`config.mk`:
```
export PLATFORM = sky130hd
export DESIGN_NAME = pipe_skid_reg_flat
export DESIGN_NICKNAME = d
export VERILOG_FILES = /design/src/rtl/pipe_skid_reg_pkg.sv /design/src/rtl/pipe_skid_reg_if.sv /design/src/rtl/pipe_skid_reg_sat_counter.sv /design/src/rtl/pipe_skid_reg.sv /design/src/flat_wrapper.sv
export SDC_FILE = /design/constraint.sdc
export NUM_CORES = 1
export LEC_CHECK = 0
export BUFFER_PORTS_ARGS = -buffer_cell sky130_fd_sc_hd__buf_2
export CAP_MARGIN = 30
export CORE_MARGIN = 1.5
export CORE_UTILIZATION = 45
export DETAILED_ROUTE_END_ITERATION = 10
export PLACE_DENSITY = 0.79
export SYNTH_ARGS = -nofsm -noshare
export SYNTH_HDL_FRONTEND = slang
export SYNTH_SLANG_ARGS = --single-unit
```
`constraint.sdc`:
```
create_clock -name clk -period 11.4 [get_ports clk]
set_input_delay 0.57 -clock clk [delete_from_list [all_inputs] [get_ports clk]]
set_output_delay 0.57 -clock clk [all_outputs]
set_load 0.02 [all_outputs]
```
`src/rtl/pipe_skid_reg_pkg.sv`:
```
// Shared types and constants for the pipeline stage registers.
// Holds the occupancy state encoding, the NOP payload and default stage widths.
package pipe_skid_reg_pkg;

    typedef enum logic [1:0] {
        EMPTY = 2'd0,
        ONE   = 2'd1,
        TWO   = 2'd2
    } pipe_state_e;

    // RV32 "addi x0, x0, 0", loaded by a flush so the next stage sees a bubble
    localparam logic [31:0] NOP_INSN = 32'h0000_0013;

    localparam int IF_ID_W  = 64;
    localparam int ID_EX_W  = 128;
    localparam int EX_MEM_W = 96;
    localparam int MEM_WB_W = 64;

endpackage

```
`src/rtl/pipe_skid_reg_if.sv`:
```
// Valid/ready handshake bundle for one pipeline stage: upstream and downstream sides.
// The stage itself uses the slave view; whoever drives it uses the master view.
interface pipe_skid_reg_if
    import pipe_skid_reg_pkg::*;
#(
    parameter int DATA_W = IF_ID_W
);

    logic              in_valid;
    logic              in_ready;
    logic [DATA_W-1:0] in_data;
    logic              out_valid;
    logic              out_ready;
    logic [DATA_W-1:0] out_data;

    modport master (
        output in_valid,
        output in_data,
        output out_ready,
        input  in_ready,
        input  out_valid,
        input  out_data
    );

    modport slave (
        input  in_valid,
        input  in_data,
        input  out_ready,
        output in_ready,
        output out_valid,
        output out_data
    );

endinterface

```
`src/rtl/pipe_skid_reg_sat_counter.sv`:
```
// Saturating up-counter used for stall monitoring; cleared only by reset.
module pipe_skid_reg_sat_counter #(
    parameter int CNT_W = 16
) (
    input  logic             clk,
    input  logic             rst,
    input  logic             inc,
    output logic [CNT_W-1:0] cnt
);

    logic [CNT_W-1:0] cnt_q;

    always_ff @(posedge clk or posedge rst) begin
        if (rst) begin
            cnt_q <= '0;
        end else if (inc && (cnt_q != {CNT_W{1'b1}})) begin
            cnt_q <= cnt_q + 1'b1;
        end
    end

    assign cnt = cnt_q;

endmodule

```
`src/rtl/pipe_skid_reg.sv`:
```
// Pipeline stage register with optional one-entry skid buffer, flush, freeze
// and a saturating stall counter.
//
// state | meaning
// EMPTY | no beat held, out_valid low
// ONE   | main entry valid, out_valid high
// TWO   | main and skid entries valid, in_ready low (SKID=1 only)
module pipe_skid_reg
    import pipe_skid_reg_pkg::*;
#(
    parameter int                DATA_W    = IF_ID_W,
    parameter bit                SKID      = 1'b1,
    parameter logic [DATA_W-1:0] RESET_VAL = '0,
    parameter logic [DATA_W-1:0] FLUSH_VAL = '0,
    parameter int                CNT_W     = 16
) (
    input  logic             clk,
    input  logic             rst,
    input  logic             flush,
    input  logic             freeze,
    pipe_skid_reg_if.slave   bus,
    output logic [CNT_W-1:0] stall_cnt
);

    pipe_state_e       state_q, state_nx;
    logic [DATA_W-1:0] main_q, main_nx;
    logic [DATA_W-1:0] skid_q, skid_nx;
    logic              in_ready_q;
    logic              rdy_raw;
    logic              in_ready_c;
    logic              out_valid_c;
    logic              push;
    logic              pop;
    logic              stall_inc;

    always_ff @(posedge clk or posedge rst) begin
        if (rst) begin
            state_q    <= EMPTY;
            main_q     <= RESET_VAL;
            skid_q     <= RESET_VAL;
            in_ready_q <= 1'b0;
        end else begin
            state_q    <= state_nx;
            main_q     <= main_nx;
            skid_q     <= skid_nx;
            in_ready_q <= (state_nx != TWO);
        end
    end

    always_comb begin
        state_nx = state_q;
        main_nx  = main_q;
        skid_nx  = skid_q;
        if (flush) begin
            state_nx = EMPTY;
            main_nx  = FLUSH_VAL;
            skid_nx  = FLUSH_VAL;
        end else if (!freeze) begin
            unique case (state_q)
                EMPTY: begin
                    if (push) begin
                        state_nx = ONE;
                        main_nx  = bus.in_data;
                    end
                end
                ONE: begin
                    if (push && pop) begin
                        main_nx = bus.in_data;
                    end else if (push && SKID) begin
                        state_nx = TWO;
                        skid_nx  = bus.in_data;
                    end else if (pop) begin
                        state_nx = EMPTY;
                    end
                end
                TWO: begin
                    if (pop) begin
                        state_nx = ONE;
                        main_nx  = skid_q;
                    end
                end
                default: state_nx = EMPTY;
            endcase
        end
    end

    // Freeze masks both handshake outputs, so push/pop cannot fire while frozen
    always_comb begin
        rdy_raw     = SKID ? in_ready_q : ((state_q == EMPTY) | bus.out_ready);
        in_ready_c  = ~freeze & rdy_raw;
        out_valid_c = ~freeze & (state_q != EMPTY);
        push        = bus.in_valid & in_ready_c;
        pop         = out_valid_c & bus.out_ready;
        stall_inc   = ((state_q != EMPTY) & ~bus.out_ready) | freeze;
    end

    assign bus.in_ready  = in_ready_c;
    assign bus.out_valid = out_valid_c;
    assign bus.out_data  = main_q;

    pipe_skid_reg_sat_counter #(
        .CNT_W (CNT_W)
    ) u_stall_cnt (
        .clk (clk),
        .rst (rst),
        .inc (stall_inc),
        .cnt (stall_cnt)
    );

endmodule
```
`src/flat_wrapper.sv`:
```
// flat-port wrapper written by rule: the top's interface ports become plain ports
module pipe_skid_reg_flat import pipe_skid_reg_pkg::*;
#(
    parameter int                DATA_W    = IF_ID_W,
    parameter bit                SKID      = 1'b1,
    parameter logic [DATA_W-1:0] RESET_VAL = '0,
    parameter logic [DATA_W-1:0] FLUSH_VAL = '0,
    parameter int                CNT_W     = 16
)
  (clk, rst, flush, freeze, stall_cnt, bus_in_valid, bus_in_data, bus_out_ready, bus_in_ready, bus_out_valid, bus_out_data);
  pipe_skid_reg_if #(.DATA_W(DATA_W)) bus_i ();
  input  logic clk;
  input  logic rst;
  input  logic flush;
  input  logic freeze;
  output logic [CNT_W-1:0] stall_cnt;
  input wire logic [$bits(bus_i.in_valid)-1:0] bus_in_valid;
  input wire logic [$bits(bus_i.in_data)-1:0] bus_in_data;
  input wire logic [$bits(bus_i.out_ready)-1:0] bus_out_ready;
  output wire logic [$bits(bus_i.in_ready)-1:0] bus_in_ready;
  output wire logic [$bits(bus_i.out_valid)-1:0] bus_out_valid;
  output wire logic [$bits(bus_i.out_data)-1:0] bus_out_data;
  assign bus_i.in_valid = bus_in_valid;
  assign bus_i.in_data = bus_in_data;
  assign bus_i.out_ready = bus_out_ready;
  assign bus_in_ready = bus_i.in_ready;
  assign bus_out_valid = bus_i.out_valid;
  assign bus_out_data = bus_i.out_data;
  pipe_skid_reg #(.DATA_W(DATA_W), .SKID(SKID), .RESET_VAL(RESET_VAL), .FLUSH_VAL(FLUSH_VAL), .CNT_W(CNT_W)) u_core (.clk(clk), .rst(rst), .flush(flush), .freeze(freeze), .bus(bus_i), .stall_cnt(stall_cnt));
endmodule
```
==> summary.txt <==
Clock network
  • CTS Buf Count: 17
  • Clock Tree Root: clkbuf_16
  • Worst skew pair latency: approximately 420 ps
  • Post-cts resize count: 0
  • Post-CTS Setup Bufs: 0
  • H-tree levels: 4
  • Clock Sinks: 147
  • CTS tree: yes
  • Reg clk slew, reported paths: 60 ps
  • CTS Hold Bufs: 0
  • CTS max path bufs: 2

Finish
  • Most common cell after layout, fill and taps aside: buf_2
  • Reg area: between 3000 and 4000 um^2
  • Layout Utilization: 0.562
  • Synth-to-layout area growth: 20.8%
  • Fraction of layout cells with a size suffix above 1: 0.244
  • Most frequent cells in the layout: 150 x buf_2, 147 x dfrtp_1, 135 x a21oi_1, 134 x nand2_1
  • Fin cells: 987
  • Filler cells: between 1000 and 1500
  • Multi-input gate area: 2860 um^2
  • NumNets Final: 860

Synthesis
  • Area leader, netlist: dfrtp_1
  • Post-synthesis cell area: about 6800 um^2
  • Number of synthesis warnings: 0
  • Top-area cell type share of the netlist area: 0.538
  • Syn Area/Cell: 10.1 um^2
  • Post-synthesis cell count: 676
  • Distinct cells, synth: 37
  • Top cells by area, synth: dfrtp_1 54%, a21oi_1 9.9%, mux2i_1 9.4%
  • Post-synthesis sequential area ratio: 0.538
  • Synthesized Nets: 747
  • Synth Register Bits: 147

Floorplan
  • Chip height: 126 um
  • Core area: 14700 um^2
  • Initial Util: 0.466
  • Die X: 126 um
  • Die footprint: 16000 um^2
  • I/O pin total: around 150
  • Row Count: 44

Timing
  • Final period demand of the worst path: 2600 ps
  • Endpoints failing setup: 0
  • Clk_skew: a little under 8 ps
  • Worst slew pin tran: 960 ps
  • Final hold vios: 0
  • Tcrit/Tclk final: 0.228
  • Final Max Tran Viols: 0
  • Worst hold margin: 227 ps
  • Max Freq: 384 MHz
  • Setup TNS: 0 ps
  • RSZ-0062 raised after global routing: no
  • Worst rel slew slack: 0.360

Worst setup path
  • Slowest CP cell: buf_4
  • Reg2reg start: u_core.state_q[0]
  • CP required: between 10000 and 15000 ps
  • Top delay family on crit path: compound AO/OA/AOI/OAI gates
  • CP cell instances: nand2b_1 -> a41o_4 -> buf_4 -> a21oi_1 -> a311oi_1
  • Crit path DAT: 2910 ps
  • Reg2reg end: u_core.bus.out_data[21]
  • Worst path max stage delay: 790 ps
  • Reg2Reg Depth: 5
  • Buffers and inverters on the worst path: 1
  • Critical Path End Type: flip-flop
  • CP max FO: 97
  • Reg2Reg Setup Slack: roughly 9000 ps
  • Startpoint types: flip-flop
  • Setup CP Type: flip-flop to flip-flop

Routing
  • Starting DRT DRC Count: 404
  • DRC viols: 0
  • Vias per cell: 5.55
  • Final ANT Viol Nets: 0
  • Via Count: 5474
  • 1st-pass router iterations: 5
  • Post-Route WL: 15.9 mm
  • WL per Instance: ~16 um

Placement
  • Placed cell count: 954
  • Port Buffers: roughly 150
  • HPWL after detailed placement: 9.52 mm
  • GP Congestion: 0.737

Global routing
  • Initial antenna violation count: 2
  • Gr usage total: 0.205
  • Pin count of the biggest net entering global routing: 98
  • First-pass GRT wire length: 26.2 mm
  • Total grt overflow: 0
  • Vias in the first global route: 5144

Power and ir drop
  • Leakage: 3.62 nW
  • Design Power: 1.37 mW
  • Pwr/cell area: roughly 170 nW/um^2
  • IR Drop Worst-Case VDD: 0.120 mV

Run
  • Max Cap Viol: 0

Min path
  • Tightest Hold Check Type: input pin to asynchronous set/reset pin

Outcome
  • Outcome: finished, final reports clean
cells in the mapped netlist:
cell	n
nand4_1	3
nor2b_1	1
nor2_1	10
o21ba_2	1
nand2_1	134
buf_4	4
and3b_1	1
and4_1	2
nand3_1	3
a211oi_1	2
clkbuf_4	4
mux2_2	1
or4_1	1
nor4_4	2
nor4_1	1
a31oi_1	2
buf_1	1
mux2i_1	64
a21o_1	1
inv_1	4
a21oi_1	135
nor3b_1	2
and3_1	1
a41o_1	1
ha_1	1
o21ai_0	4
o2111ai_1	2
nor4b_1	3
dfrtp_1	147
clkbuf_1	31
nor3_1	4
xnor2_1	1
a311oi_1	64
buf_2	25
xor2_1	11
nand2b_1	1
a41oi_1	1
final cells by class:
class,instances,area share
sequential,147,0.445
multi-input combinational,460,0.346
timing repair buffer,159,0.101
clock buffer,24,0.0583
tap,184,0.0278
clock inverter,8,0.0180
inverter,4,0.00272
antenna,1,0.000303
power breakdown:
group          internal (mW)  total (mW)  switching [mW]
sequential             0.554       0.586          0.0317
clock                  0.384       0.594           0.210
combinational         0.0681       0.194           0.126
total                   1.01        1.37           0.368
registers in the layout, summed over array words and instances (netlist names):
name and cells:
u_core.in_ready_q 1, u_core.state_q 2, u_core.bus.out_data 64, u_core.u_stall_cnt.cnt 16, u_core.skid_q 64
kinds of logic (layout without fill, tap and decap cells):
| logic type | Yosys count | in the layout | synth area share |
|---|---|---|---|
| flip-flops | 147 | 147 | 0.538 |
| multiplexers | 65 | 65 | 0.0953 |
| buffers and inverters | 69 | 195 | 0.0468 |
| AO/OA/AOI/OAI | 213 | 213 | 0.195 |
| XOR/XNOR | 12 | 12 | 0.0154 |
| AND/OR/NAND/NOR | 169 | 169 | 0.108 |
| adder cells (fa/ha/maj) | 1 | 1 | 0.00183 |
| other | 0 | 1 | 0 |
worst max-delay path by stage:
stage	from	cells after the start	endpoint
6_report	u_core.state_q[0]	5	u_core.bus.out_data[21]
5_1_grt	u_core.state_q[1]	5	u_core.bus.out_data[21]
4_1_cts	u_core.state_q[1]	5	u_core.bus.out_data[21]
3_5_place_dp	freeze	6	u_core.u_stall_cnt.cnt[3]
3_3_place_gp	freeze	6	u_core.u_stall_cnt.cnt[3]
2_1_floorplan	rst	1	u_core.bus.out_data[0]
routing by layer:
| metal | track usage | vias to the layer above | share of wire |
|---|---|---|---|
| li1 | - | 2676 | - |
| met1 | 0.276 | 2622 | 0.46 |
| met2 | 0.326 | 156 | 0.48 |
| met3 | 0.0574 | 18 | 0.056 |
| met4 | 0.0568 | 2 | 0.011 |
| met5 | 0 | - | 0.00044 |
stage by stage:
stage,setup slack [ps],instance area [um^2]
after floorplan,6880,6840
after global placement,8650,7610
final,8800,8270
after detailed placement,8620,7630
after global routing,8600,8260
after CTS,8760,8260
Note: power is estimated with default switching activity, not from simulation.
